### src/rtl/axi4_lite_arb_pkg.sv
// Shared types for the two-port AXI4-Lite master arbiter.
package axi4_lite_arb_pkg;

  typedef enum logic [1:0] {
    IDLE  = 2'd0,
    ISSUE = 2'd1,
    WAIT  = 2'd2,
    RESP  = 2'd3
  } arb_state_t;

  // PORT_INSTR is port 0 (instruction fetch), PORT_DATA is port 1 (data access).
  typedef enum logic {
    PORT_INSTR = 1'b0,
    PORT_DATA  = 1'b1
  } arb_port_t;

endpackage

### src/rtl/axi4_lite_arbiter_rr.sv
// Two-way round-robin pick. On a tie the port that did not win last time is chosen.
module rr_arbiter_2
  import axi4_lite_arb_pkg::*;
(
  input  logic      req0_i,
  input  logic      req1_i,
  input  arb_port_t last_grant_i,
  output logic      grant_valid_o,
  output arb_port_t grant_port_o
);

  // Pure combinational priority: single requester wins outright, tie goes opposite last_grant.
  always_comb begin
    grant_valid_o = req0_i | req1_i;
    grant_port_o  = PORT_INSTR;
    if (req0_i && req1_i) begin
      grant_port_o = (last_grant_i == PORT_INSTR) ? PORT_DATA : PORT_INSTR;
    end else if (req1_i) begin
      grant_port_o = PORT_DATA;
    end
  end

endmodule

### src/rtl/axi4_lite_arbiter.sv
// Shares one single-outstanding AXI4-Lite master between port 0 (fetch) and port 1 (data).
//
// Requester handshake: a port raises i_pN_req with we/addr/wdata stable and holds it until
// o_pN_done pulses for one cycle (rdata/fault valid in that cycle only). Request fields are
// latched at grant, so they may change once granted. Master handshake: one-cycle start pulse
// with o_m_addr/o_m_data held stable until i_m_done; i_m_done is only honoured in WAIT.
// o_dbg_state exposes the FSM state for observation.
module axi4_lite_arbiter
  import axi4_lite_arb_pkg::*;
#(
  parameter int ADDR_WIDTH = 64,
  parameter int DATA_WIDTH = 32
) (
  input  logic                  clk,
  input  logic                  arst,
  input  logic                  i_p0_req,
  input  logic                  i_p0_we,
  input  logic [ADDR_WIDTH-1:0] i_p0_addr,
  input  logic [DATA_WIDTH-1:0] i_p0_wdata,
  output logic [DATA_WIDTH-1:0] o_p0_rdata,
  output logic                  o_p0_done,
  output logic                  o_p0_fault,
  input  logic                  i_p1_req,
  input  logic                  i_p1_we,
  input  logic [ADDR_WIDTH-1:0] i_p1_addr,
  input  logic [DATA_WIDTH-1:0] i_p1_wdata,
  output logic [DATA_WIDTH-1:0] o_p1_rdata,
  output logic                  o_p1_done,
  output logic                  o_p1_fault,
  output logic [ADDR_WIDTH-1:0] o_m_addr,
  output logic [DATA_WIDTH-1:0] o_m_data,
  output logic                  o_m_start_write,
  output logic                  o_m_start_read,
  input  logic [DATA_WIDTH-1:0] i_m_data,
  input  logic                  i_m_write_fault,
  input  logic                  i_m_read_fault,
  input  logic                  i_m_done,
  output logic [1:0]            o_dbg_state
);

  arb_state_t            state_q;
  arb_port_t             owner_q;
  arb_port_t             last_grant_q;
  logic                  we_q;
  logic [ADDR_WIDTH-1:0] addr_q;
  logic [DATA_WIDTH-1:0] wdata_q;
  logic [DATA_WIDTH-1:0] rdata_q;
  logic                  start_w_q;
  logic                  start_r_q;
  logic                  p0_done_q;
  logic                  p1_done_q;
  logic                  p0_fault_q;
  logic                  p1_fault_q;

  logic                  grant_valid;
  arb_port_t             grant_port;
  logic                  sel_we;
  logic [ADDR_WIDTH-1:0] sel_addr;
  logic [DATA_WIDTH-1:0] sel_wdata;
  logic                  m_fault;

  rr_arbiter_2 u_rr (
    .req0_i        (i_p0_req),
    .req1_i        (i_p1_req),
    .last_grant_i  (last_grant_q),
    .grant_valid_o (grant_valid),
    .grant_port_o  (grant_port)
  );

  // Request fields of the port being granted this cycle.
  assign sel_we    = (grant_port == PORT_DATA) ? i_p1_we    : i_p0_we;
  assign sel_addr  = (grant_port == PORT_DATA) ? i_p1_addr  : i_p0_addr;
  assign sel_wdata = (grant_port == PORT_DATA) ? i_p1_wdata : i_p0_wdata;

  // Only the fault flag matching the latched direction counts.
  assign m_fault = we_q ? i_m_write_fault : i_m_read_fault;

  // Arbitration FSM with every output registered; start/done/fault are one-cycle pulses.
  always_ff @(posedge clk) begin
    if (arst) begin
      state_q      <= IDLE;
      owner_q      <= PORT_INSTR;
      last_grant_q <= PORT_DATA;
      we_q         <= 1'b0;
      addr_q       <= '0;
      wdata_q      <= '0;
      rdata_q      <= '0;
      start_w_q    <= 1'b0;
      start_r_q    <= 1'b0;
      p0_done_q    <= 1'b0;
      p1_done_q    <= 1'b0;
      p0_fault_q   <= 1'b0;
      p1_fault_q   <= 1'b0;
    end else begin
      start_w_q  <= 1'b0;
      start_r_q  <= 1'b0;
      p0_done_q  <= 1'b0;
      p1_done_q  <= 1'b0;
      p0_fault_q <= 1'b0;
      p1_fault_q <= 1'b0;
      case (state_q)
        IDLE: begin
          if (grant_valid) begin
            owner_q   <= grant_port;
            we_q      <= sel_we;
            addr_q    <= sel_addr;
            wdata_q   <= sel_wdata;
            start_w_q <= sel_we;
            start_r_q <= ~sel_we;
            state_q   <= ISSUE;
          end
        end
        ISSUE: begin
          state_q <= WAIT;
        end
        WAIT: begin
          if (i_m_done) begin
            rdata_q      <= i_m_data;
            last_grant_q <= owner_q;
            if (owner_q == PORT_DATA) begin
              p1_done_q  <= 1'b1;
              p1_fault_q <= m_fault;
            end else begin
              p0_done_q  <= 1'b1;
              p0_fault_q <= m_fault;
            end
            state_q <= RESP;
          end
        end
        RESP: begin
          // Gives the requester a cycle to drop req before the next arbitration.
          state_q <= IDLE;
        end
        default: state_q <= IDLE;
      endcase
    end
  end

  assign o_m_addr        = addr_q;
  assign o_m_data        = wdata_q;
  assign o_m_start_write = start_w_q;
  assign o_m_start_read  = start_r_q;
  assign o_p0_rdata      = rdata_q;
  assign o_p1_rdata      = rdata_q;
  assign o_p0_done       = p0_done_q;
  assign o_p1_done       = p1_done_q;
  assign o_p0_fault      = p0_fault_q;
  assign o_p1_fault      = p1_fault_q;
  assign o_dbg_state     = state_q;

endmodule

### config.mk
export PLATFORM = sky130hd
export DESIGN_NAME = axi4_lite_arbiter
export DESIGN_NICKNAME = d
export VERILOG_FILES = /design/src/rtl/axi4_lite_arb_pkg.sv /design/src/rtl/axi4_lite_arbiter_rr.sv /design/src/rtl/axi4_lite_arbiter.sv
export SDC_FILE = /design/constraint.sdc
export NUM_CORES = 1
export LEC_CHECK = 0
export CAP_MARGIN = 20
export CORE_AREA = 2 2 156 158
export DETAILED_ROUTE_END_ITERATION = 6
export DIE_AREA = 0 0 158 160
export DONT_BUFFER_PORTS = 1
export HOLD_SLACK_MARGIN = 0.15
export SLEW_MARGIN = 5
export SYNTH_ARGS = -nofsm -noshare
export SYNTH_HDL_FRONTEND = slang
export SYNTH_SLANG_ARGS = --single-unit
### constraint.sdc
create_clock -name clk -period 3.9 [get_ports clk]
set_input_delay 0.78 -clock clk [delete_from_list [all_inputs] [get_ports clk]]
set_output_delay 0.78 -clock clk [all_outputs]
set_load 0.01 [all_outputs]
### After elaboration in Yosys (flattened, before gate mapping)

Cells that the tools add are included.

* bitwise logic cells: 7
* muxes and demuxes: 12
* equal/unequal tests: 5
* reduce and logical (&&, ||, !) cells: 9

Operators with widths (number)
* 2-to-1 mux 64 bit: 1
* 2-to-1 mux 32 bit: 1
* case mux 2 bit (4 select lines): 1
* OR reduction 4 bit: 2
* 2-to-1 mux 1 bit: 7
* inverter 1 bit: 6
* AND reduction 2 bit: 3
* OR reduction 3 bit: 2
* equality test 2 bit (second input constant): 2
* 2-to-1 mux 2 bit: 2
* != test 2 bit (second input constant): 2
* equality test 2 x 1 -> 1 bit (second input constant): 1
* logical NOT 2 bit: 1
* logical AND 1 bit: 1
* OR 1 bit: 1

* word-level logic and storage cells: 46
* bits of input ports: 233
* flip-flop bits (word level): 139
* output and inout bits: 168

### Depth between registers and ports, before layout

Gate-level depths: netlist of the first run.

* word-level depth: 4
* gate-level depth with buffers: 7
* gate-level depth less buffers: 5

### By module

A second synthesis of the first run with hierarchy kept.

* cell total of the unflattened synthesis: 645
* area, all modules: 6025.8 sq um

Modules (own cells, without submodules)
* axi4_lite_arbiter: cells each 643, area an instance 6012.0 sq um, seq. area each 2782.7 sq um, instances 1
* rr_arbiter_2: cells each 2, area an instance 13.8 sq um, seq. area each 0.0 sq um, instances 1

### Worst setup path after synthesis of the first run

No wires, ideal clock.

* path kind: input to register
* from: in arst
* to: reg addr_q[22], in the netlist o_m_addr[22]
* slack: 2.218 ns
* setup time: 0.070 ns
* arrival time: 1.613 ns
* required time: 3.830 ns
* stages on the path: 6
* buffers on the path: 3
* cells stage by stage: buf_2 inv_1 buf_2 clkbuf_1 o21ai_0 a21oi_1

RTL lines
* from (decl): line axi4_lite_arbiter.sv:15 `input logic arst,`
* to (signal assigned): line axi4_lite_arbiter.sv:106 `addr_q <= sel_addr;`
* to (decl): line axi4_lite_arbiter.sv:45 `logic [ADDR_WIDTH-1:0] addr_q;`

### Worst setup path in the final report of the first run

* from: reg state_q[0], in the netlist o_dbg_state[0]
* to: reg addr_q[11], in the netlist o_m_addr[11]

* word-level cells in the longest chain between the ends: 2

Ends and longest elaborated chain
* from (decl): line axi4_lite_arbiter.sv:41 `arb_state_t state_q;`
* from (signal assigned): line axi4_lite_arbiter.sv:81 `state_q <= IDLE;`
* from (signal assigned): line axi4_lite_arbiter.sv:110 `state_q <= ISSUE;`
* from (signal assigned): line axi4_lite_arbiter.sv:114 `state_q <= WAIT;`
* logical NOT 2 bit: line axi4_lite_arbiter.sv:101 `case (state_q)`
* AND reduction 2 bit (no line)

Every way passes these cells.
A chain may end at the register's enable or synchronous reset.

==> results of run 1 <==
[kinds of logic (layout without fill, tap and decap cells)]
| group | Yosys count | after routing | share of synthesized area [%] |
|---|---|---|---|
| flip-flops | 139 | 139 | 48.48 |
| multiplexers | 3 | 3 | 0.5232 |
| AND/OR/NAND/NOR | 176 | 176 | 11.84 |
| AO/OA/AOI/OAI | 329 | 329 | 29.30 |
| buffers and inverters | 98 | 44 | 9.418 |
| adder cells (fa/ha/maj) | 2 | 2 | 0.4359 |
[report_power, final]
part / internal, mW / switching (mW)
registers: 1.86 / 0.562
clock network: 1.17 / 0.631
logic: 0.464 / 0.929
total: 3.50 / 2.12
[synth_stat cells, types with 2 or more instances]
cell      number
nor3_1         2
buf_4         40
dfxtp_1      139
mux2i_1        3
ha_1           2
o21ai_0       96
clkbuf_1      36
and3_1         2
a21oi_1      226
buf_2         18
nor2b_1        2
inv_1          3
nand2_1      165
nor2_1         2
[worst paths after layout]
path                  start             end  slack (ns)
max          o_dbg_state[0]    o_m_addr[11]        1.74
min                    arst  o_p0_rdata[20]        0.44
max reg2reg  o_dbg_state[0]    o_m_addr[11]        1.74
min reg2reg         owner_q      o_p0_fault        0.54
[worst max-delay path: cells and delay by family (launching register included)]
family                     cells  cell delay [ns]
buffers and inverters          2             0.42
adders and majority gates      1             0.27
DFF                            1             0.38
AOI/OAI and AO/OA              3             0.98
[per-layer routing]
metal  vias to the layer above  wire [um]  GRT usage, %  part of all wire, %
li1                       2385          -             -                    -
met1                      2379       7018         14.51                   38
met2                       296       9224         24.13                   50
met3                        31       1525         3.691                  8.3
met4                         0        541         7.207                  3.0
met5                         -          0             0                    0
[state kept, by name, summed over array words and instances (netlist names)]
register	cells
o_p1_done	1
o_m_data	32
owner_q	1
o_m_addr	64
o_p0_rdata	32
o_p0_done	1
o_dbg_state	2
we_q	1
o_p0_fault	1
o_m_start_read	1
o_m_start_write	1
last_grant_q	1
o_p1_fault	1
[metrics by stage]
step	setup WS [ns]	cells	total power, mW
finish	1.741	1017	5.623
global placement	1.412	985	3.809
floorplan	2.218	747	3.440
CTS	1.689	1017	5.699
global route	1.493	1017	5.991
detailed placement	1.382	986	3.843
[final cells by class]
cell class                      count  area share [%]
Sequential cell                   139           43.49
Multi-Input combinational cell    510           37.97
Clock buffer                       22           7.255
Tap cell                          324           6.336
Clock inverter                      9           2.894
Timing Repair Buffer               10           1.877
Inverter                            3          0.1760
==> flow_metrics.tcl, run 1 <==
set metrics [dict create \
    fin_util_pct 26.86 \
    cts_max_path_buffers 2 \
    yosys_warnings 0 \
    synthArstFlopShare_pct 0 \
    grt_first_pass_wirelength_mm 26.34 \
    syn_nets 982 \
    die_y_um 160 \
    clkLatencyLatePin_ns 0.42 \
    crit_fanout 55 \
    final_nets 916 \
    synthTopCellsByArea "dfxtp_1 48%, a21oi_1 20%, nand2_1 11%" \
    powerDensity_nw_per_um2 878.7 \
    cts_num_sinks 139 \
    dpl_cell_area_um2 5749 \
    avgSynthCellArea_um2 7.683 \
    cts_hold_buf 0 \
    core_um2 23820 \
    grt_overflow_total 0 \
    post_drt_wl_per_cell_um 18.00 \
    clk_pin_slew_worst_paths_ns 0.06 \
    dr.pass1.iters 4 \
    worstPathArrival_ns 2.49 \
    regArea_um2 2783 \
    ys_ff_latch 139 \
    drv_cap 0 \
    final_hold_viol_count 0 \
    yosys.area.top_type "dfxtp_1" \
    start_util_pct 24.09 \
    leakage_nw 2.440 \
    vias 5091 \
    synthCells 747 \
    boundaryPins 401 \
    die_w_um 158 \
    die-area_um2 25280 \
    grt_usage_pct 13.58 \
    nFillCells 2620 \
    drive_gt1_share_pct 6.349 \
    dominantRegCellSynth "dfxtp_1" \
    finalSetupTns_ns 0 \
    place_hpwl_mm 12.64 \
    timing.hold.ws_ns 0.4406 \
    ys_types 25 \
    cp-start-kind "flip-flop" \
    first_iter_violations 394 \
    min_period_ns 2.159 \
    io_buffers 0 \
    ys_seq_area_share_pct 48.48 \
    synth_edf_count 0 \
    final_common_cell "a21oi_1" \
    r2r_cells 6 \
    slowest_delay_ns 0.72 \
    crit_chain "inv_1 > ha_1 > o21a_2 > buf_12 > o21ai_0 > a21oi_1" \
    multi_input_area_um2 2430 \
    cts_tree "yes" \
    drv_slew 0 \
    tightest_slew_ns 0.8289 \
    fin_crit_sh_pct 55.37 \
    num_rows 57 \
    grt_pass1_vias 4865 \
    required_ns 4.23 \
    outcome "finished clean" \
    diodes 0 \
    critPathSlowestCell "o21a_2" \
    grt_setup_unrepaired "false" \
    ir_drop_mv 0.3106 \
    yosysTopAreaCellShare_pct 48.48 \
    hold_class "in2reg" \
    finClkSkew_ns 0.01973 \
    final_cell_mix "226 x a21oi_1, 165 x nand2_1, 139 x dfxtp_1" \
    slew_headroom_pct 44.74 \
    area_growth_pct 11.49 \
    htreeDepth 4 \
    whs_path_depth 1 \
    crit_type "reg2reg" \
    ant_nets 0 \
    antenna_found_initial 0 \
    setup_violations 0 \
    fmax_mhz 463.1 \
    drt-total-wl_mm 18.31 \
    post_cts_resized 0 \
    end_kind "flip-flop" \
    cts_buffers 17 \
    finalInstanceArea_um2 6399 \
    drc 0 \
    grt_start_max_net_pins 87 \
    cts_root_buffer "clkbuf_16" \
    gp_congestion 0.7805 \
    via_per_inst 5.006 \
    synth_area_um2 5739 \
    post-cts-setup-buffers 0 \
]
(Power assumes the default switching activity.)
==> run 2: changes to the inputs <==
CORE_AREA = 2 2 155 157   (was 2 2 156 158)
DIE_AREA = 0 0 157 159   (was 0 0 158 160)
clock period = 1.78 ns   (was 3.9 ns; I/O delays follow)
==> flow_metrics.tcl, run 2 <==
set metrics [dict create \
    yosys-top-cells-count "226 x a21oi_1, 165 x nand2_1, 139 x dfxtp_1, 96 x o21ai_0, 40 x buf_4" \
    avgSynthCellArea_um2 7.683 \
    synth_area_um2 5739 \
    cts_num_sinks 139 \
    ys_ff_latch 139 \
    syn_nets 982 \
    cts_max_path_buffers 2 \
    outcome "stopped before the end" \
    die_y_um 159 \
    place_hpwl_mm 13.00 \
    synth.most_common_cell "a21oi_1" \
    yosysTopAreaCellShare_pct 48.48 \
    place_ws_ns 0.2574 \
    cts_hold_buf 204 \
    ys_types 25 \
    synthCells 747 \
    yosys.area.top_type "dfxtp_1" \
    start_util_pct 24.75 \
    haltStage "clock tree synthesis (4_1_cts)" \
    synthTopCellsByArea "dfxtp_1 48%, a21oi_1 20%, nand2_1 11%" \
    io_buffers 0 \
    die_w_um 157 \
    dominantRegCellSynth "dfxtp_1" \
    synthArstFlopShare_pct 0 \
    cts_buffers 17 \
    cts_root_buffer "clkbuf_16" \
    num_rows 56 \
    first-error "[ERROR RSZ-0060] Max buffer count reached." \
    synth_edf_count 0 \
    htreeDepth 4 \
    post_cts_resized 0 \
    post-cts-setup-buffers 0 \
    ys_seq_area_share_pct 48.48 \
    yosys_warnings 0 \
    boundaryPins 401 \
    gp_congestion 0.7979 \
]
run 2: logic make-up after synthesis:
kind of cell,after synthesis,synth area share [%]
AOI/OAI and AO/OA,329,29.30
adders and majority gates,2,0.4359
DFF,139,48.48
and+or+nand+nor,176,11.84
buffers and inverters,98,9.418
muxes,3,0.5232
run 2: through the flow:
stage               cell area (um^2)  hold slack, ns  std cells
floorplan                       5739          0.4633        747
global placement                5848          0.4293        986
detailed placement              5848          0.4319        986
==> run 3: changes to the inputs <==
HOLD_SLACK_MARGIN = default   (was 0.15)
PLACE_DENSITY_LB_ADDON = 0.15   (was default)
clock period = 2.3 ns   (was 1.78 ns; I/O delays follow)
==> flow_metrics.tcl, run 3 (synthesized netlist as in run 1, its figures left out) <==
set metrics [dict create \
    grt_pass1_vias 5202 \
    timing.hold.ws_ns 0.1088 \
    clkLatencyLatePin_ns 0.42 \
    cts_buffers 17 \
    cts_max_path_buffers 2 \
    largest_reg_flops 64 \
    cts_root_buffer "clkbuf_16" \
    critPathSlowestCell "dfxtp_1" \
    min_from "arst" \
    r2r_start "o_dbg_state[0]" \
    required_ns 2.66 \
    drc 0 \
    drt-total-wl_mm 20.49 \
    crit_path_start "o_dbg_state[0]" \
    dr.pass1.iters 5 \
    place_hpwl_mm 14.49 \
    r2r_cells 6 \
    leakage_nw 2.402 \
    finClkSkew_ns 0.01556 \
    antenna_found_initial 0 \
    io_buffers 0 \
    setup_violations 0 \
    fin_crit_sh_pct 77.23 \
    area_growth_pct 10.25 \
    post_cts_resized 0 \
    cpMostUsedCell "a21oi_1" \
    crit_type "reg2reg" \
    use_met2_pct 27.85 \
    first_iter_violations 478 \
    hold_class "in2reg" \
    ir_drop_mv 0.6829 \
    grt_start_max_net_pins 99 \
    htreeDepth 4 \
    post_drt_wl_per_cell_um 20.19 \
    path_buf_inv 2 \
    slew_headroom_pct 59.86 \
    cts_num_sinks 139 \
    outcome "finished clean" \
    core_um2 23190 \
    final_hold_viol_count 0 \
    met3_usage_pct 6.342 \
    cts_hold_buf 0 \
    vias 5123 \
    crit_fanout 98 \
    cp-start-kind "flip-flop" \
    finalPower_mw 9.197 \
    tightest_slew_ns 0.6021 \
    gp_congestion 0.7785 \
    end_kind "flip-flop" \
    grt_overflow_total 0 \
    via_per_inst 5.047 \
    path_delay_family "flip-flops" \
    clk_pin_slew_worst_paths_ns 0.07 \
    crit_chain "inv_1 > ha_1 > o21ai_4 > buf_12 > a21oi_1 > a21oi_1" \
    die-area_um2 24960 \
    boundaryPins 401 \
    final_cell_mix "226 x a21oi_1, 165 x nand2_1, 139 x dfxtp_1" \
    cts_tree "yes" \
    crit_cells 6 \
    min_period_ns 1.776 \
    finalSetupTns_ns 0 \
    num_rows 56 \
    powerDensity_nw_per_um2 1454 \
    post-cts-setup-buffers 0 \
    die_w_um 157 \
    die_y_um 159 \
    whs_path_depth 1 \
    grt_use_met1_pct 17.13 \
    grt_first_pass_wirelength_mm 30.24 \
    ant_nets 0 \
    grt_setup_unrepaired "false" \
    drv_cap 0 \
    worstPathArrival_ns 2.13 \
    final_common_cell "a21oi_1" \
    fmax_mhz 563.0 \
    slowest_delay_ns 0.46 \
    drive_gt1_share_pct 6.753 \
    grt_usage_pct 15.77 \
    drv_slew 0 \
    final_nets 918 \
    fin_util_pct 27.28 \
    diodes 0 \
    top_usage_layer "met2" \
    start_util_pct 24.75 \
]
[run 3: final cells by class]
cell class              count  area, um^2
multi-input cells         510        2430
clock inverters            12       115.1
fillers                  2504       16860
clock buffers              20       436.7
well taps                 319       399.1
flip-flops and latches    139        2783
inverters                   3       11.26
repair buffers             12       152.6
[run 3: metrics by stage]
step,instance area [um^2],cells,setup slack [ns]
floorplan,5739,747,0.8414
global placement,5776,983,0.5248
detailed placement,5776,983,0.4925
CTS,6327,1015,0.4786
global route,6327,1015,0.3108
finish,6327,1015,0.5237
[run 3: power breakdown]
part | internal [mW] | switching [mW] | total (mW)
registers | 3.16 | 0.972 | 4.13
logic | 0.840 | 1.59 | 2.43
clock network | 1.50 | 1.13 | 2.63
[run 3: layer usage]
layer	vias to the layer above	part of all wire (%)
met5	-	0
met2	345	49
met1	2366	38
met4	0	1.8
met3	30	11
li1	2382	-
[run 3: final timing paths]
path,end,slack (ns)
max,o_m_addr[48],0.52
min,o_p0_rdata[8],0.11
max reg2reg,o_m_addr[48],0.52
min reg2reg,o_p0_done,0.53
==> run 4: changes to the inputs <==
clock period = 1.5 ns   (was 2.3 ns; I/O delays follow)
==> flow_metrics.tcl, run 4 (synthesized netlist as in run 1, its figures left out) <==
set metrics [dict create \
    cts_buffers 17 \
    clkLatencyLatePin_ns 0.42 \
    final_cell_mix "226 x a21oi_1, 165 x nand2_1, 139 x dfxtp_1" \
    nFillCells 2441 \
    io_buffers 0 \
    finalInstanceArea_um2 6978 \
    grt_first_pass_wirelength_mm 29.92 \
    boundaryPins 401 \
    drv_slew 0 \
    post-cts-setup-buffers 0 \
    hold_class "in2reg" \
    outcome "finished clean" \
    dpl_cell_area_um2 5868 \
    place_hpwl_mm 14.19 \
    place_inst 987 \
    htreeDepth 4 \
    post_drt_wl_per_cell_um 19.23 \
    grt_pass1_vias 5226 \
    drc 0 \
    final_nets 970 \
    die_y_um 159 \
    worstPathArrival_ns 1.70 \
    die_w_um 157 \
    crit_type "reg2reg" \
    tightest_slew_ns 0.4277 \
    antenna_found_initial 0 \
    drv_cap 0 \
    ant_nets 0 \
    start_util_pct 24.75 \
    min_from "i_p0_addr[40]" \
    finalNonFillerCells 1066 \
    fin_ws_ns 0.1001 \
    regArea_um2 2783 \
    final_common_cell "a21oi_1" \
    cts_root_buffer "clkbuf_16" \
    vias 5307 \
    end_kind "flip-flop" \
    required_ns 1.80 \
    fin_crit_sh_pct 93.32 \
    place_ws_ns -0.04075 \
    grt_usage_pct 15.63 \
    r2r-end "o_m_addr[58]" \
    cp-start-kind "flip-flop" \
    r2r_start "o_dbg_state[0]" \
    dr.pass1.iters 5 \
    largest_reg_flops 64 \
    grt_start_max_net_pins 69 \
    clk_pin_slew_worst_paths_ns 0.07 \
    cts_max_path_buffers 2 \
    first_iter_violations 451 \
    finalSetupTns_ns 0 \
    drt-total-wl_mm 20.50 \
    multi_input_area_um2 2450 \
    area_growth_pct 21.58 \
    reg2reg_slack_ns 0.10 \
    ir_drop_mv 1.100 \
    leakage_nw 2.665 \
    whs_path_depth 2 \
    r2r_cells 6 \
    setup_violations 0 \
    min_period_ns 1.400 \
    finClkSkew_ns 0.01271 \
    via_per_inst 4.978 \
    die-area_um2 24960 \
    slew_headroom_pct 70.67 \
    cts_tree "yes" \
    cts_num_sinks 139 \
    crit_fanout 52 \
    hold_end "o_m_addr[40]" \
    final_hold_viol_count 0 \
    drive_gt1_share_pct 7.363 \
    powerDensity_nw_per_um2 2116 \
    fmax_mhz 714.4 \
    num_rows 56 \
    grt_overflow_total 0 \
    gp_congestion 0.7755 \
    core_um2 23190 \
    diodes 0 \
]
## run 4: what timing repair did
action | in CTS | in global routing
endpoints found under the hold margin | 70 | 6
endpoints found under the setup margin | 71 | 65
hold buffers | 41 | 6
cloned | 1 | 0
gates resized for setup | 2 | 5
## run 4: per-layer routing
metal	global-route usage, %	share of wire, %	wire length (um)
met2	28.27	52	10560
met3	5.852	9.8	2015
met4	4.504	1.3	269
met5	0	0	0
met1	16.82	37	7646
## run 4: worst max-delay path by stage
stage | start | to | cells after the start
after detailed placement | o_dbg_state[0] | o_m_addr[48] | 6
after CTS | o_dbg_state[0] | o_m_addr[25] | 6
after global placement | o_dbg_state[0] | o_m_data[7] | 6
after global routing | o_dbg_state[0] | o_m_data[25] | 6
after floorplan | o_dbg_state[0] | o_m_addr[12] | 7
final | o_dbg_state[0] | o_m_addr[58] | 6
## run 4: layout make-up
class | instances | area share [%]
Clock buffer | 19 | 6.204
Clock inverter | 12 | 2.026
Inverter | 3 | 0.1614
Multi-Input combinational cell | 510 | 35.11
Sequential cell | 139 | 39.88
Tap cell | 319 | 5.720
Timing Repair Buffer | 64 | 10.90
## run 4: through the flow
step	power (mW)	utilization (%)	hold WS [ns]
after floorplan	8.945	-	0.4341
after detailed placement	10.31	25.30	0.3764
after CTS	14.94	29.77	0.00009559
final	14.76	30.09	0.02381
after global routing	15.80	30.09	0.001264
after global placement	10.20	25.30	0.3733
## run 4: worst max-delay path, stage by stage (launching register included)
cell,delay (ns)
dfxtp_1,0.31
inv_1,0.13
ha_4,0.20
o21ai_4,0.09
buf_12,0.18
a21oi_1,0.25
a21oi_1,0.10
## run 4: power breakdown
part	total (mW)	internal, mW	switching [mW]
Sequential	6.29	4.84	1.44
Clock	4.21	2.47	1.74
Combinational	4.27	1.64	2.63
